$ cat config.mk
export PLATFORM = sky130hd
export DESIGN_NAME = uart_rx_os
export DESIGN_NICKNAME = d
export VERILOG_FILES = /design/src/rtl/uart_rx_os.sv
export SDC_FILE = /design/constraint.sdc
export NUM_CORES = 1
export LEC_CHECK = 0
export CAP_MARGIN = 15
export CORE_MARGIN = 5
export CORE_UTILIZATION = 43
export CTS_CLUSTER_SIZE = 16
export DETAILED_ROUTE_END_ITERATION = 12
export PLACE_DENSITY = 0.69
export SLEW_MARGIN = 30
export SYNTH_ARGS = -nofsm -noshare
export SYNTH_HDL_FRONTEND = slang
export SYNTH_SLANG_ARGS = --single-unit
$ cat constraint.sdc
create_clock -name i_clk -period 2.54 [get_ports i_clk]
set_input_delay 0.254 -clock i_clk [delete_from_list [all_inputs] [get_ports i_clk]]
set_output_delay 0.254 -clock i_clk [all_outputs]
set_load 0.05 [all_outputs]
$ cat src/rtl/uart_rx_os.sv
// 16x-oversampling UART receiver: 2-flop line sync, start/data/stop FSM, break hold-off.
// Optional parity checking is enabled by defining UART_RX_PARITY_EN.
module uart_rx_os #(
  parameter int unsigned DBIT    = 8,
  parameter int unsigned SB_TICK = 16
`ifdef UART_RX_PARITY_EN
  ,
  parameter int unsigned PARITY_ODD = 0
`endif
) (
  input  logic            i_clk,
  input  logic            i_reset,
  input  logic            i_rx,
  input  logic            i_s_tick,
  output logic [DBIT-1:0] o_dout,
  output logic            o_rx_done,
  output logic            o_frame_err
`ifdef UART_RX_PARITY_EN
  ,
  output logic            o_parity_err
`endif
);

  localparam int unsigned NW = $clog2(DBIT);
  localparam int unsigned SW = 5;

  localparam logic [2:0] ST_IDLE   = 3'd0;
  localparam logic [2:0] ST_START  = 3'd1;
  localparam logic [2:0] ST_DATA   = 3'd2;
  localparam logic [2:0] ST_STOP   = 3'd4;
  localparam logic [2:0] ST_BREAK  = 3'd5;
`ifdef UART_RX_PARITY_EN
  localparam logic [2:0] ST_PARITY = 3'd3;
`endif

  logic            r_rx_meta, r_rx_s;
  logic [2:0]      r_state, w_state_nxt;
  logic [SW-1:0]   r_s, w_s_nxt;
  logic [NW-1:0]   r_n, w_n_nxt;
  logic [DBIT-1:0] r_b, w_b_nxt;
  logic [DBIT-1:0] r_dout, w_dout_nxt;
  logic            r_done, w_done_nxt;
  logic            r_ferr, w_ferr_nxt;
`ifdef UART_RX_PARITY_EN
  logic            r_par, w_par_nxt;
  logic            r_perr, w_perr_nxt;
`endif

  // State and datapath registers, synchronous active-low reset.
  always_ff @(posedge i_clk) begin
    if (!i_reset) begin
      r_rx_meta <= 1'b1;
      r_rx_s    <= 1'b1;
      r_state   <= ST_IDLE;
      r_s       <= '0;
      r_n       <= '0;
      r_b       <= '0;
      r_dout    <= '0;
      r_done    <= 1'b0;
      r_ferr    <= 1'b0;
`ifdef UART_RX_PARITY_EN
      r_par     <= 1'b0;
      r_perr    <= 1'b0;
`endif
    end else begin
      r_rx_meta <= i_rx;
      r_rx_s    <= r_rx_meta;
      r_state   <= w_state_nxt;
      r_s       <= w_s_nxt;
      r_n       <= w_n_nxt;
      r_b       <= w_b_nxt;
      r_dout    <= w_dout_nxt;
      r_done    <= w_done_nxt;
      r_ferr    <= w_ferr_nxt;
`ifdef UART_RX_PARITY_EN
      r_par     <= w_par_nxt;
      r_perr    <= w_perr_nxt;
`endif
    end
  end

  // Next-state and output logic; IDLE and BREAK react without a tick.
  always_comb begin
    w_state_nxt = r_state;
    w_s_nxt     = r_s;
    w_n_nxt     = r_n;
    w_b_nxt     = r_b;
    w_dout_nxt  = r_dout;
    w_done_nxt  = 1'b0;
    w_ferr_nxt  = r_ferr;
`ifdef UART_RX_PARITY_EN
    w_par_nxt   = r_par;
    w_perr_nxt  = r_perr;
`endif
    case (r_state)
      ST_IDLE: begin
        if (!r_rx_s) begin
          w_state_nxt = ST_START;
          w_s_nxt     = '0;
        end
      end
      ST_START: begin
        if (i_s_tick) begin
          if (r_s == SW'(7)) begin
            w_s_nxt = '0;
            if (!r_rx_s) begin
              w_state_nxt = ST_DATA;
              w_n_nxt     = '0;
            end else begin
              w_state_nxt = ST_IDLE;
            end
          end else begin
            w_s_nxt = r_s + SW'(1);
          end
        end
      end
      ST_DATA: begin
        if (i_s_tick) begin
          if (r_s == SW'(15)) begin
            w_s_nxt = '0;
            w_b_nxt = {r_rx_s, r_b[DBIT-1:1]};
            if (r_n == NW'(DBIT-1)) begin
`ifdef UART_RX_PARITY_EN
              w_state_nxt = ST_PARITY;
`else
              w_state_nxt = ST_STOP;
`endif
            end else begin
              w_n_nxt = r_n + NW'(1);
            end
          end else begin
            w_s_nxt = r_s + SW'(1);
          end
        end
      end
`ifdef UART_RX_PARITY_EN
      ST_PARITY: begin
        if (i_s_tick) begin
          if (r_s == SW'(15)) begin
            w_s_nxt     = '0;
            w_par_nxt   = r_rx_s;
            w_state_nxt = ST_STOP;
          end else begin
            w_s_nxt = r_s + SW'(1);
          end
        end
      end
`endif
      ST_STOP: begin
        if (i_s_tick) begin
          if (r_s == SW'(SB_TICK-1)) begin
            w_s_nxt     = '0;
            w_dout_nxt  = r_b;
            w_ferr_nxt  = ~r_rx_s;
            w_done_nxt  = 1'b1;
`ifdef UART_RX_PARITY_EN
            w_perr_nxt  = (^r_b) ^ r_par ^ 1'(PARITY_ODD);
`endif
            w_state_nxt = r_rx_s ? ST_IDLE : ST_BREAK;
          end else begin
            w_s_nxt = r_s + SW'(1);
          end
        end
      end
      ST_BREAK: begin
        // A line stuck low must return high before another frame is accepted.
        if (r_rx_s) w_state_nxt = ST_IDLE;
      end
      default: begin
        w_state_nxt = ST_IDLE;
        w_s_nxt     = '0;
        w_n_nxt     = '0;
      end
    endcase
  end

  assign o_dout      = r_dout;
  assign o_rx_done   = r_done;
  assign o_frame_err = r_ferr;
`ifdef UART_RX_PARITY_EN
  assign o_parity_err = r_perr;
`endif

endmodule

Word-level counts from Yosys, hierarchy flattened
Cells that the tools add are included.
- bits in registers: 31
- logic and storage cells: 68
- output and inout bits: 10
- input port bits: 4
- add/sub/neg operators: 2
- equality and inequality tests: 19
- bitwise logic cells: 3
- multiplexer cells: 26
- reduce and logical (&&, ||, !) cells: 9
- operator list (operator ; count):
    3-bit two-way mux ; 16
    5-bit two-way mux ; 5
    2-bit inequality test (second input constant) ; 11
    5-bit case mux with 4 select lines ; 1
    3-bit case mux with 5 select lines ; 1
    3-bit == test (second input constant) ; 3
    3-bit case mux with 3 select lines ; 1
    3-bit AND reduction ; 3
    9-bit AND reduction ; 1
    7-bit AND reduction ; 1
    5-bit by 1-bit adder with 5-bit output (second input constant) ; 1
    5-bit by 3-bit == test with 1-bit output (second input constant) ; 1
    5-bit by 4-bit == test with 1-bit output (second input constant) ; 1
    4-bit AND reduction ; 1
    3-bit by 1-bit adder with 3-bit output (second input constant) ; 1
    3-bit by 1-bit == test with 1-bit output (second input constant) ; 1
    3-bit by 2-bit == test with 1-bit output (second input constant) ; 1
    3-bit logical NOT ; 1
    1-bit NOT ; 3
    3-bit OR reduction ; 1
    2-bit two-way mux ; 1
    2-bit by 1-bit inequality test with 1-bit output (second input constant) ; 1
    2-bit OR reduction ; 1
    1-bit two-way mux ; 1

Longest topological paths before layout
- word-level depth: 5
- depth in mapped cells: 7
- gate-level depth less buffers: 7

Least setup slack after synthesis
Ideal clock, no wire load.
- kind: reg2reg
- from: register r_n[0]
- to: register r_state[0]
- clock period less this slack: 1619 ps
- data required time: 2415 ps
- cell stages (with the launch flop): 7
- path buffers: 0
- setup time: 125 ps
- slack: 921 ps
- arrival time: 1494 ps
- cell sequence: dfxtp_1 ha_1 ha_1 and3_2 nor4_1 nor3_2 mux2i_1
- cells in the longest elaborated chain, start to end: 3
- RTL lines (element ; RTL line ; source):
    start: declaration ; 39 ; logic [NW-1:0] r_n, w_n_nxt;
    start signal: assignment ; 70 ; r_n <= w_n_nxt;
    3-bit == test ; 122 ; if (r_n == NW'(DBIT-1)) begin
    2-bit inequality test (no source line) ; - ;
    9-bit AND reduction (no source line) ; - ;
    end signal: assignment ; 68 ; r_state <= w_state_nxt;
    end: declaration ; 37 ; logic [2:0] r_state, w_state_nxt;
No other way between the ends.
A chain may end at the register's enable or synchronous reset.

Worst setup path after layout
- from: register r_state[1]
- to: register r_b[3]
- cells in the longest elaborated chain, start to end: 2
- RTL lines (element ; RTL line ; source):
    3-bit by 2-bit == test with 1-bit output ; 95 ; case (r_state)
    3-bit AND reduction (no source line) ; - ;
    end signal: assignment ; 71 ; r_b <= w_b_nxt;
    end: declaration ; 40 ; logic [DBIT-1:0] r_b, w_b_nxt;
No other way between the ends.

==> key figures <==
STA
  • Max-slew headroom: 57.5%
  • RSZ-0062 raised after global routing: false
  • Clk_skew: 0.00843 ns
  • Min cycle time layout: 1.93 ns
  • Crit share post-route: 76.0%
  • Achievable Freq: around 520 MHz
  • Max Slew Vio Count: 0
  • Fin Setup TNS: 0 ns
  • Worst Tran Pin Value: approximately 0.64 ns
  • Hold Fails Final Rpt: 0
  • Finish-stage setup viols: 0
  • Hold WS: around 0.42 ns

Yosys
  • EDFF count, synth: 0
  • Seq cells post-synth: 31
  • Ys async rst share: 0%
  • Largest cells by area after synthesis: dfxtp_1 (40%), mux2i_1 (14%), nor2_1 (5.6%)
  • XOR/XNOR share of the synthesized area: less than 1%
  • Synth Warn #: 0
  • Largest family of logic cells by synthesized area: simple AND/OR/NAND/NOR gates
  • Sequential area share after synthesis: 40.2%
  • Top cell type by total area after synthesis: dfxtp_1
  • Synth Cell Area: 0.00154 sq mm
  • Post-synthesis cell count: 160
  • Mux cell area share after synthesis: 13.6%
  • Area share of the largest cell type after synthesis: between 40% and 50%
  • Adder-Cell Fraction of Synth Area: 3.24%
  • Simple-gate share of the synthesized area: 24.4%
  • Syn_nets: around 170
  • Synth Flop Type: dfxtp_1
  • Synth Area in Compound Gates: roughly an eighth
  • Synth cell types: 44
  • Mean area per synthesized cell: 9.64 sq um

Critical path
  • Critical path cell sequence: nor3b_4 > nand3_2 > mux2i_1 > nor2_1
  • Critical path origin: r_state[1]
  • Worst setup endpoint: r_b[3]
  • Reg-to-reg critical path startpoint: r_state[1]
  • CP Data Required Time: 2.76 ns
  • Reg-to-Reg End: r_b[3]
  • CP max FO: 17
  • Critical Path Max Stage Delay: ~0.71 ns
  • R2R Setup Slk: approximately 0.61 ns
  • Worst Reg-to-Reg Cells: 4
  • CP delay by family, top: simple AND/OR/NAND/NOR gates
  • Cell count along the critical path: 4
  • CP Launch Type: flip-flop
  • Buffers and inverters on the worst path: 0
  • CP endpoint kind: flip-flop
  • CP arrival: 2.15 ns
  • Critical path class: flip-flop to flip-flop
  • Slowest CP cell: dfxtp_1

Floorplanning
  • Std-Cell Rows: 21
  • Die area: 0.00489 sq mm
  • Die width: ~70 um
  • Starting Density: 45.2%
  • # IOs: 14
  • Die height: 69.9 um
  • Core ar.: 0.00342 sq mm

Clock network
  • Htree depth: 2
  • Clock Path Buffers: 2
  • Inserted Clock Buffers: 5
  • Hold-fix buffers, CTS: 0
  • Post-CTS sizing: 0
  • CTS tree: yes
  • CTS Sinks: 31
  • Worst-Skew Late Latency: 0.32 ns
  • Clock slew at reported path FFs: 0.10 ns
  • Root buffer cell: clkbuf_4
  • Postcts setup bufs: 0

Cells and area
  • Area Growth Syn to Fin: 13.6%
  • Fraction of layout cells with a size suffix above 1: 14.9%
  • Multi-input logic area: 842 sq um
  • Diode count: 0
  • Fin util: 51.3%
  • Flip-flop and latch area: 621 sq um
  • Final nets: 182
  • Fill cells: 332

Global routing
  • Number of global-route vias before repair: 1166
  • Initial antenna violation count: 0
  • Total track usage: 13.0%
  • First-pass GRT wire length: about 5300 um
  • Largest net degree at the start of global routing: 23
  • GRT overflow: 0

Place
  • GPL Wtd Cong: about 0.80
  • Port bufs: 13
  • DPL Wire Length: 2020 um

Detailed routing
  • ANT nets after route: 0
  • Routed len/inst: 12.9 um
  • Drt first-iter violations: 68
  • Vias after detailed routing: 1157
  • DR DRC count: 0
  • DR vias/cell: 5.24
  • WL final: 2850 um
  • DR pass1 iterations: 4

Worst hold path
  • HP Start: r_rx_meta
  • Hold Path Class: flip-flop to flip-flop

Job
  • # Max-Cap Violations: 0

Power and ir drop
  • PwrDens: 637 mW/mm^2
  • Pleak: 0.732 nW
  • Peak VDD IR: just under 0.0003 V

Run status
  • Status: finished, final reports clean
-- layer usage --
layer | vias to the layer above | part of all wire [%] | GRT usage (%)
met5 | - | 0 | 0
met3 | 5 | 3.4 | 3.73
met4 | 0 | 1.3 | 4.04
met2 | 17 | 48 | 20.8
li1 | 594 | - | -
met1 | 541 | 48 | 16.9
-- area by class of cell --
type                       instances  area share [%]
multi-input combinational        118            48.0
inverter                           2           0.428
tap                               46            3.28
sequential                        31            35.4
clock inverter                     1           0.428
clock buffer                       7            3.71
timing repair buffer              16            8.71
-- sequential cells by signal, summed over array words and instances, names as in the netlist --
name,cells
o_dout,8
o_frame_err,1
o_rx_done,1
r_b,8
r_n,3
r_rx_meta,1
r_rx_s,1
r_s,5
r_state,3
-- worst min path at each step --
stage / depth (start not counted) / slack (ns) / end
global route: 1 / 0.45 / r_rx_s
global placement: 1 / 0.39 / r_rx_s
floorplan: 1 / 0.33 / r_rx_meta
finish: 1 / 0.42 / r_rx_s
CTS: 1 / 0.42 / r_rx_s
detailed placement: 1 / 0.39 / r_rx_s
-- through the flow --
step	cells	power (mW)	cell area (sq um)	setup slack, ns
2_1_floorplan	160	0.763	1540	0.921
3_3_place_gp	213	0.786	1680	0.586
3_5_place_dp	213	0.794	1680	0.547
4_1_cts	221	1.13	1750	0.602
5_1_grt	221	1.18	1750	0.435
6_report	221	1.12	1750	0.609
-- cell usage after synthesis (2+ instances only) --
master / count
a21oi_1: 4
and2b_2: 2
buf_6: 3
clkbuf_1: 2
dfxtp_1: 31
ha_1: 4
inv_1: 2
mux2i_1: 21
nand2_1: 15
nand2b_1: 4
nand3_1: 8
nor2_1: 23
nor3b_1: 2
nor3b_4: 2
o21ai_0: 7
o22ai_1: 2
-- report_power, final --
| group | leakage (nW) | total (mW) | internal, mW | switching [mW] |
|---|---|---|---|---|
| combinational | 0.444 | 0.230 | 0.110 | 0.120 |
| clock | 0.0375 | 0.334 | 0.162 | 0.172 |
| sequential | 0.250 | 0.553 | 0.503 | 0.0501 |
-- placed cells by master (no fill, tap or decap), drive strengths merged, types with 2 or more instances in the layout --
| cell | Yosys | final |
|---|---|---|
| clkbuf | 4 | 7 |
| clkdlybuf4s50 | 0 | 13 |
| dfxtp | 31 | 31 |
| nand2b | 4 | 4 |
| buf | 5 | 3 |
| and2b | 2 | 2 |
| nor2 | 24 | 24 |
| ha | 4 | 4 |
| mux2i | 21 | 21 |
| nor3b | 4 | 4 |
| o21ai | 8 | 8 |
| a21oi | 4 | 4 |
| o22ai | 2 | 2 |
| nand3 | 9 | 9 |
| nand2 | 15 | 15 |
| inv | 2 | 2 |
-- cells by family after synthesis --
logic type                 after synthesis
and+or+nand+nor                         68
DFF                                     31
AOI/OAI and AO/OA                       24
muxes                                   21
buffers and inverters                   11
adders and majority gates                4
xor gates and xnor gates                 1
No activity file was read; power rests on OpenSTA's default activity.
